## src/rtl/photon_pulse_counter.sv

```systemverilog
// Photon pulse counter: synchronises iPulse, counts rising edges per gate window, and delivers
// a scaled, clamped count with a one-cycle strobe. Optional detector dead time: PULSE_DEADTIME_EN.
module photon_pulse_counter #(
    parameter int unsigned GATE_CYCLES     = 10_000_000,
    parameter int unsigned SYNC_STAGES     = 2,
    parameter int unsigned SCALE_SHIFT     = 0,
    parameter int unsigned FULL_SCALE      = 220,
    parameter int unsigned DEADTIME_CYCLES = 4
) (
    input  logic        clk,
    input  logic        rst_n,
    input  logic        en,
    input  logic        iPulse,
    output logic [15:0] oPulseCounter,
    output logic        oDataUpdate,
    output logic [15:0] oRawCount,
    output logic        oSaturated
);

    localparam int unsigned   TW           = $clog2(GATE_CYCLES);
    localparam logic [TW-1:0] TIMER_LAST   = TW'(GATE_CYCLES - 1);
    localparam logic [15:0]   FULL_SCALE_W = 16'(FULL_SCALE);

    typedef enum logic [1:0] {
        S_IDLE,
        S_COUNT,
        S_LATCH
    } state_t;

    state_t                 state_q, state_d;
    logic [SYNC_STAGES-1:0] sync_q, sync_d;
    logic                   pulse_prev_q, pulse_prev_d;
    logic [TW-1:0]          timer_q, timer_d;
    logic [15:0]            acc_q, acc_d;
    logic [15:0]            pc_q, pc_d;
    logic [15:0]            raw_q, raw_d;
    logic                   upd_q, upd_d;
    logic                   sat_q, sat_d;

    logic                   pulse_edge;
    logic                   active;
    logic                   count_edge;
    logic [15:0]            acc_inc;
    logic [15:0]            scaled;

    always_comb begin
        sync_d       = {sync_q[SYNC_STAGES-2:0], iPulse};
        pulse_prev_d = sync_q[SYNC_STAGES-1];
        pulse_edge   = sync_q[SYNC_STAGES-1] & ~pulse_prev_q;
        active       = (state_q != S_IDLE) && en;
    end

`ifdef PULSE_DEADTIME_EN
    localparam int unsigned DW = $clog2(DEADTIME_CYCLES + 2);
    logic [DW-1:0] dead_q, dead_d;

    // Dead time keeps running through gate boundaries; only leaving the active states clears it.
    always_comb begin
        count_edge = pulse_edge && active && (dead_q == '0);
        dead_d     = dead_q;
        if (!active) begin
            dead_d = '0;
        end else if (count_edge) begin
            dead_d = DW'(DEADTIME_CYCLES);
        end else if (dead_q != '0) begin
            dead_d = dead_q - DW'(1);
        end
    end

    always_ff @(posedge clk or negedge rst_n) begin
        if (!rst_n) begin
            dead_q <= '0;
        end else begin
            dead_q <= dead_d;
        end
    end
`else
    always_comb begin
        count_edge = pulse_edge && active;
    end
`endif

    always_comb begin
        state_d = state_q;
        timer_d = timer_q;
        acc_d   = acc_q;
        pc_d    = pc_q;
        raw_d   = raw_q;
        sat_d   = sat_q;
        upd_d   = 1'b0;
        acc_inc = (count_edge && (acc_q != '1)) ? acc_q + 16'd1 : acc_q;
        scaled  = acc_inc >> SCALE_SHIFT;

        case (state_q)
            S_IDLE: begin
                timer_d = '0;
                acc_d   = '0;
                if (en) begin
                    state_d = S_COUNT;
                end
            end
            S_COUNT: begin
                if (!en) begin
                    state_d = S_IDLE;
                    timer_d = '0;
                    acc_d   = '0;
                end else if (timer_q == TIMER_LAST) begin
                    // Results load on the edge entering LATCH, so data and strobe are visible
                    // during the LATCH cycle and include an edge seen in the terminal cycle.
                    state_d = S_LATCH;
                    timer_d = '0;
                    acc_d   = '0;
                    upd_d   = 1'b1;
                    raw_d   = acc_inc;
                    pc_d    = (scaled > FULL_SCALE_W) ? FULL_SCALE_W : scaled;
                    sat_d   = (acc_inc == '1) || (scaled > FULL_SCALE_W);
                end else begin
                    timer_d = timer_q + TW'(1);
                    acc_d   = acc_inc;
                end
            end
            S_LATCH: begin
                if (!en) begin
                    state_d = S_IDLE;
                    acc_d   = '0;
                end else begin
                    state_d = S_COUNT;
                    acc_d   = acc_inc;
                end
                timer_d = '0;
            end
            default: begin
                state_d = S_IDLE;
                timer_d = '0;
                acc_d   = '0;
            end
        endcase
    end

    always_ff @(posedge clk or negedge rst_n) begin
        if (!rst_n) begin
            state_q      <= S_IDLE;
            sync_q       <= '0;
            pulse_prev_q <= 1'b0;
            timer_q      <= '0;
            acc_q        <= '0;
            pc_q         <= '0;
            raw_q        <= '0;
            upd_q        <= 1'b0;
            sat_q        <= 1'b0;
        end else begin
            state_q      <= state_d;
            sync_q       <= sync_d;
            pulse_prev_q <= pulse_prev_d;
            timer_q      <= timer_d;
            acc_q        <= acc_d;
            pc_q         <= pc_d;
            raw_q        <= raw_d;
            upd_q        <= upd_d;
            sat_q        <= sat_d;
        end
    end

    assign oPulseCounter = pc_q;
    assign oDataUpdate   = upd_q;
    assign oRawCount     = raw_q;
    assign oSaturated    = sat_q;

endmodule

```

## config.mk

```make
export PLATFORM = sky130hd
export DESIGN_NAME = photon_pulse_counter
export DESIGN_NICKNAME = d
export VERILOG_FILES = /design/src/rtl/photon_pulse_counter.sv
export SDC_FILE = /design/constraint.sdc
export NUM_CORES = 1
export LEC_CHECK = 0
export ABC_AREA = 1
export ABC_CLOCK_PERIOD_IN_PS = 3760
export BUFFER_PORTS_ARGS = -buffer_cell sky130_fd_sc_hd__buf_2
export CAP_MARGIN = 20
export CELL_PAD_IN_SITES_DETAIL_PLACEMENT = 1
export CELL_PAD_IN_SITES_GLOBAL_PLACEMENT = 2
export CORE_MARGIN = 3
export CORE_UTILIZATION = 37
export CTS_CLUSTER_SIZE = 40
export DETAILED_ROUTE_END_ITERATION = 16
export GPL_TIMING_DRIVEN = 0
export PLACE_DENSITY = 0.82
export RECOVER_POWER = 50
export SETUP_SLACK_MARGIN = 0.1
export SYNTH_ARGS = -nofsm -noshare
export SYNTH_HDL_FRONTEND = slang
export SYNTH_SLANG_ARGS = --single-unit
```

## constraint.sdc

```tcl
create_clock -name clk -period 3.76 [get_ports clk]
set_input_delay 0.188 -clock clk [delete_from_list [all_inputs] [get_ports clk]]
set_output_delay 0.188 -clock clk [all_outputs]
set_load 0.02 [all_outputs]
```

==> metrics.cfg, run 1 <==
[grt]
grt_first_pass_wirelength_um=17300
initial_antenna_violation_count=0
grt_start_max_net_pins=47
grt_overflow_total=0
vias_in_the_first_global_route=3535
grtUsageTotal_pct=18.5

[logic_synthesis]
synth_top_cell_area_share_pct=49.6
netlist-cell-type-count=30
ys_seq_elements=79
synth-seq-area-share_pct=49.6
synth_common_cells=nand2_1 (124), dfrtp_1 (79), nor2_1 (77), inv_1 (71), nand3_1 (32)
syn_area_per_cell_um2=7.80
ys.flop_type=dfrtp_1
netlist_instances=511
post_synth_instance_area_um2=3990
synth-async-reset-ratio_pct=100
synth_nets=521
yosys.area.top_type=dfrtp_1
synth_edf_count=0
ys_warn_count=0
dominant_cell_by_count_in_the_synthesized_netlist=nand2_1
ys_top_cells_by_area=dfrtp_1 (50%), nand2_1 (12%), nor2_1 (7.3%), inv_1 (6.7%), nand3_1 (4.0%)

[finish]
fillerInstances=1348
net_total_in_the_final_layout=572
layout-drive-gt1-share_pct=12.7
utilization_pct=43.7
antenna_cells=0
area_added_between_synthesis_and_finish_pct=14.3

[worst_setup_path]
critPathMaxFanout=10
endpoint_kind=register
rrSetupSlack_ns=1.26
worst-endpoint-required_ns=4.00
critPathKind=reg -> reg
data_arrival_time_of_the_worst_path_ns=2.74
cp-start-kind=register

[power_and_ir_drop]
swShare_pct=29.5
internal_power_mw=1.23
power.combinational.fraction_pct=13.1
cellPowerDensity_nw_per_um2=384
power_frac_clock_pct=36.3
p_seq_share_pct=50.6
vdd_ir_drop_max_mv=0.256
leakagePower_nw=2.26
power.net_switching_mw=0.515

[sta]
rsz0062_at_grt=false
final-max-slew-violation-count=34
timing_hold_violations_final=0
finalClockSkew_ns=0.0144
setup-tns-final_ns=0
period_minus_ws_final_ns=2.50
post-route-period-util_pct=66.5
max_slew.worst_pin.slew_ns=1.98
max_freq_mhz=400
slew-limit-headroom_pct=-32.2
holdWs_ns=0.213
setup-violations-final=0

[clock_tree]
clock_sinks=79
postCtsSetupRepairBufs=0
cts_h_tree_depth=3
clock-root-buffer=clkbuf_8
clock_tree_from_tritoncts=built
cts.reportedPaths.clkPinSlew_ns=0.09
cts_made_buffers=9
insertion_delay_to_the_later_sink_of_the_worst_skew_pair_ns=0.36
max-clock-path-buffers=2
cts-resized-gates=0

[route]
num_vias=3407
initial_drc_count=86
detail-route-antenna-nets=0
viasPerCell=4.85
detail_route.drc_violations=0
totalWireLength_um=10500
iteration_count_of_the_initial_detailed_routing_pass=4
drt-wirelength-per-cell_um=15.0

[hold_path]
timing.hold.worst.class=in -> reg

[status]
violations_in_the_final_reports=max-capacitance violations, max-slew violations
outcome=finished, violations left

[floorplanning]
start_util_pct=38.3
ioPinCount=38
die_w_um=110
dieArea_um2=12100
chipHeight_um=110
placementRows=37
core_footprint_um2=10400

[run]
max_cap_viol_count=1

[placed_design]
place_congestion=0.822
port-buffer-count=37
dp_hpwl_um=7760

## repair_timing
action | 4_1_cts | 5_1_grt
endpoints found under the setup margin | 0 | 0
hold endpoints to repair | 34 | 0
hold buffers | 2 | 0
## power by group through the flow
stage	Clock [mW]	Sequential, mW	Combinational (mW)
global placement	0	0.899	0.220
CTS	0.656	0.885	0.236
finish	0.634	0.885	0.228
floorplan	0	0.896	0.144
global route	0.690	0.889	0.267
detailed placement	0	0.901	0.232
## worst max-delay path, stage by stage (launching register included)
cell and delay (ns):
dfrtp_1 0.39, ha_1 0.20, nand2_1 0.06, nor2_1 0.26, nand2_1 0.12, nor3_1 0.29
nand2_1 0.10, nand3_1 0.23, nand2_1 0.08, nand2_1 0.24, buf_2 0.34, nor2_1 0.08
## placed cells by master (no fill, tap or decap), types with 2 or more instances in the layout
cell,n
clkinv_2,3
dfrtp_1,79
buf_2,24
buf_6,2
xnor2_1,5
clkbuf_1,19
nand4_1,11
nand2_2,13
inv_1,71
o21a_1,4
inv_2,2
nor4_1,2
dlygate4sd3_1,2
clkbuf_8,9
nor2_2,4
xor2_1,6
nor2_1,77
ha_1,6
o21ai_2,3
o21ai_0,29
nand3_1,32
or2_2,4
nand2_1,124
nor3_1,9
a21oi_1,14
## flip-flops by register name, indices dropped and copies added (netlist names)
name / count
oSaturated: 1
acc_q: 16
oPulseCounter: 16
oDataUpdate: 1
sync_q: 2
pulse_prev_q: 1
oRawCount: 16
timer_q: 24
state_q: 2
## per-layer routing
layer	up-vias	track usage (%)	part of all wire [%]
met1	1677	22.8	46
met2	26	32.9	52
met5	-	0	0
li1	1697	-	-
met3	7	2.70	1.9
met4	0	6.41	0.81
## metrics by stage
step	power, mW	cells	setup slack [ns]	area, um2
after floorplan	1.04	511	1.80	3990
after global placement	1.12	684	1.25	4340
after detailed placement	1.13	685	1.19	4370
after CTS	1.78	702	1.17	4580
after global routing	1.85	702	0.934	4560
final	1.75	702	1.26	4560
## cells by family after synthesis
logic type / count (synthesis) / share of synthesized area [%]
DFF: 79 / 49.6
AOI/OAI and AO/OA: 54 / 7.78
buffers and inverters: 83 / 8.35
adders and majority gates: 6 / 1.88
xor gates and xnor gates: 11 / 2.42
and+or+nand+nor: 278 / 30.0
## path summary, 6_finish.rpt
kind,from,end,cells past startpoint
min in group asynchronous,rst_n,oPulseCounter[4],2
max in group asynchronous,rst_n,timer_q[21],2
max reg2reg,timer_q[0],acc_q[7],11
min reg2reg,sync_q[1],pulse_prev_q,0
max,timer_q[0],acc_q[7],11
min,en,state_q[0],3
## layout make-up
type                       count  area, um2  share of cell area (%)
multi-input combinational    349       1680                    36.8
tap                          136        170                    3.74
clock buffer                   9        124                    2.72
buffer                         9       55.1                    1.21
sequential                    79       1980                    43.4
clock inverter                 6       61.3                    1.35
timing repair buffer          40        214                    4.70
inverter                      74        278                    6.10
Power figures use the tool's default switching activity.
==> run 2, diff against run 1 <==
Settings changed: ABC_CLOCK_PERIOD_IN_PS 3760 to 2100, CORE_UTILIZATION 37 to 31, PLACE_DENSITY 0.82 to 0.74.
Clock period 3.76 ns to 2.1 ns, I/O delays scaled along.
==> metrics.cfg, run 2 (synthesized netlist as in run 1, its figures left out) <==
[grt]
grt_start_max_net_pins=48  ; was 47
grt_first_pass_wirelength_um=19400  ; was 17300 um
initial_antenna_violation_count=0  ; unchanged
vias_in_the_first_global_route=3856  ; was 3535
grt_overflow_total=0  ; unchanged
grtUsageTotal_pct=17.0  ; was 18.5%

[floorplanning]
start_util_pct=32.4  ; was 38.3%
core_footprint_um2=12300  ; was 10400 um2
die_w_um=119  ; was 110 um
chipHeight_um=119  ; was 110 um
dieArea_um2=14300  ; was 12100 um2
ioPinCount=38  ; unchanged
placementRows=40  ; was 37

[worst_setup_path]
endpoint_kind=register  ; unchanged
critical_path_buf_inv_count=4  ; was 1
crit_top_cell=nand2_2  ; was nand2_1
cp-startpoint=state_q[1]  ; was timer_q[0]
critPathMaxFanout=7  ; was 10
cp_cell_sequence=inv_2 > ha_4 > nor2_4 > nand3_2 > inv_2 > o21ai_4 > buf_6 > buf_12 > nand2_2 > nand2_2 > nor2_4 > nand2_2 > nor2_4 > nand2_2 > nand2_2 > nand2_1  ; was ha_1 > nand2_1 > nor2_1 > nand2_1 > nor3_1 > nand2_1 > nand3_1 > nand2_1 > nand2_1 > buf_2 > nor2_1
worst_path_largest_cell_delay_ns=0.37  ; was 0.39 ns
critPathKind=reg -> reg  ; unchanged
cp-start-kind=register  ; unchanged
worst-endpoint-required_ns=2.33  ; was 4.00 ns
critical-path-slowest-cell=dfrtp_1  ; unchanged
timing.rr.start=state_q[1]  ; was timer_q[0]
cp_top_family=simple AND/OR/NAND/NOR gates  ; unchanged
data_arrival_time_of_the_worst_path_ns=2.37  ; was 2.74 ns
rrSetupSlack_ns=-0.04  ; was 1.26 ns

[finish]
layout.cell_area.non_filler_um2=5470  ; was 4560 um2
largest_reg_flops=24  ; unchanged
net_total_in_the_final_layout=628  ; was 572
final_cells=791  ; was 702
layout.cells.most_common=nand2_1  ; unchanged
mostFrequentLayoutCells=nand2_1 (106), dfrtp_1 (75), inv_1 (65), nor2_1 (62), buf_4 (51)  ; was nand2_1 (124), dfrtp_1 (79), nor2_1 (77), inv_1 (71), nand3_1 (32)
fillerInstances=1517  ; was 1348
antenna_cells=0  ; unchanged
largest_register=timer_q  ; unchanged
area_added_between_synthesis_and_finish_pct=37.2  ; was 14.3%
layout-drive-gt1-share_pct=31.3  ; was 12.7%

[clock_tree]
clock_tree_from_tritoncts=built  ; unchanged
insertion_delay_to_the_later_sink_of_the_worst_skew_pair_ns=0.34  ; was 0.36 ns
cts.reportedPaths.clkPinSlew_ns=0.07  ; was 0.09 ns
cts_h_tree_depth=3  ; unchanged
max-clock-path-buffers=2  ; unchanged
cts_made_buffers=9  ; unchanged
clock-root-buffer=clkbuf_16  ; was clkbuf_8
clock_sinks=79  ; unchanged

[sta]
max_slew.worst_pin.slew_ns=0.877  ; was 1.98 ns
layout_setup_ws_ns=-0.0395  ; was 1.26 ns
period_minus_ws_final_ns=2.14  ; was 2.50 ns
rsz0062_at_grt=true  ; was false
timing_hold_violations_final=0  ; unchanged
setup-tns-final_ns=-0.164  ; was 0 ns
holdWs_ns=0.155  ; was 0.213 ns
final-max-slew-violation-count=0  ; was 34
finalClockSkew_ns=0.0102  ; was 0.0144 ns
post-route-period-util_pct=102  ; was 66.5%
slew-limit-headroom_pct=41.6  ; was -32.2%
max_freq_mhz=467  ; was 400 MHz
setup-violations-final=6  ; was 0

[power_and_ir_drop]
swShare_pct=27.3  ; was 29.5%
p_seq_share_pct=39.2  ; was 50.6%
power.combinational.fraction_pct=18.4  ; was 13.1%
cellPowerDensity_nw_per_um2=740  ; was 384 nW/um2
vdd_ir_drop_max_mv=0.313  ; was 0.256 mV
power.net_switching_mw=1.11  ; was 0.515 mW
leakagePower_nw=2.68  ; was 2.26 nW
internal_power_mw=2.94  ; was 1.23 mW
power_frac_clock_pct=42.5  ; was 36.3%

[route]
drt-wirelength-per-cell_um=14.9  ; was 15.0 um
initial_drc_count=117  ; was 86
num_vias=3665  ; was 3407
detail-route-antenna-nets=0  ; unchanged
viasPerCell=4.63  ; was 4.85
totalWireLength_um=11800  ; was 10500 um
iteration_count_of_the_initial_detailed_routing_pass=4  ; unchanged
detail_route.drc_violations=0  ; unchanged

[hold_path]
worst_hold_launch=en  ; unchanged
timing.hold.worst.class=in -> reg  ; unchanged

[run]
max_cap_viol_count=0  ; was 1

[placed_design]
dp_hpwl_um=7930  ; was 7760 um
port-buffer-count=37  ; unchanged
place_congestion=0.803  ; was 0.822
placed_cells=717  ; was 685
post_dp_cell_area_um2=4410  ; was 4370 um2

[status]
violations_in_the_final_reports=negative setup slack  ; was max-capacitance violations, max-slew violations
outcome=finished, violations left  ; unchanged

==> run 2: changes by cell type in the layout (fill, tap and decap cells not counted), sizes merged <==
cell	change
bufinv	+1
clkinvlp	+1
buf	+63
clkbuf	-6
inv	+1
clkinv	-3
==> run 2: layout make-up <==
cell class              instances  area (um2)  area share (%)
multi-input cells             349        1930            35.3
repair buffers                 96         653            11.9
clock inverters                 6        92.6            1.69
clock buffers                  10         229            4.19
plain buffers                   9        88.8            1.62
inverters                      74         283            5.17
well taps                     168         210            3.84
flip-flops and latches         79        1980            36.2
==> run 2: worst reg2reg max path: stages, from the launching register on <==
cell and delay (ns):
dfrtp_1 0.37, inv_2 0.07, ha_4 0.17, nor2_4 0.08, nand3_2 0.09, inv_2 0.12
o21ai_4 0.10, buf_6 0.13, buf_12 0.13, nand2_2 0.06, nand2_2 0.07, nor2_4 0.10
nand2_2 0.07, nor2_4 0.23, nand2_2 0.09, nand2_2 0.09, nand2_1 0.05
==> run 2: timing repair <==
item,4_1_cts,5_1_grt
setup endpoints to repair,74,52
hold buffers,2,0
endpoints found under the hold margin,33,0
gates resized for setup,53,54
setup buffers,29,27
gates cloned,1,0
pin swaps,26,27
==> run 2: power by group through the flow <==
stage / Sequential (mW) / Clock [mW] / Combinational (mW)
after floorplan: 1.60 / 0 / 0.258
after global placement: 1.61 / 0 / 0.393
after detailed placement: 1.61 / 0 / 0.413
after CTS: 1.58 / 1.77 / 0.609
after global routing: 1.59 / 1.84 / 0.816
final: 1.58 / 1.72 / 0.743
==> run 2: per-layer routing <==
layer	global-route usage, %	vias up	part of all wire, %
met5	0	-	0
met4	6.80	0	1.8
met3	2.80	14	1.4
met2	29.4	23	53
met1	21.2	1808	44
li1	-	1820	-
==> run 2: metrics by stage <==
step	setup WS [ns]	power (mW)	util, %
after floorplan	0.142	1.86	-
after detailed placement	-0.351	2.02	35.8
after global routing	-0.193	4.24	44.4
after global placement	-0.304	2.00	35.6
after CTS	-0.0561	3.96	41.9
final	-0.0395	4.04	44.4
==> run 2: path summary, 6_finish.rpt <==
path	end	cells past startpoint
hold reg to reg	sync_q[1]	0
min in group asynchronous	timer_q[8]	2
hold / removal	state_q[0]	3
setup reg to reg	oPulseCounter[4]	16
setup / recovery	oPulseCounter[4]	16
max in group asynchronous	acc_q[5]	3
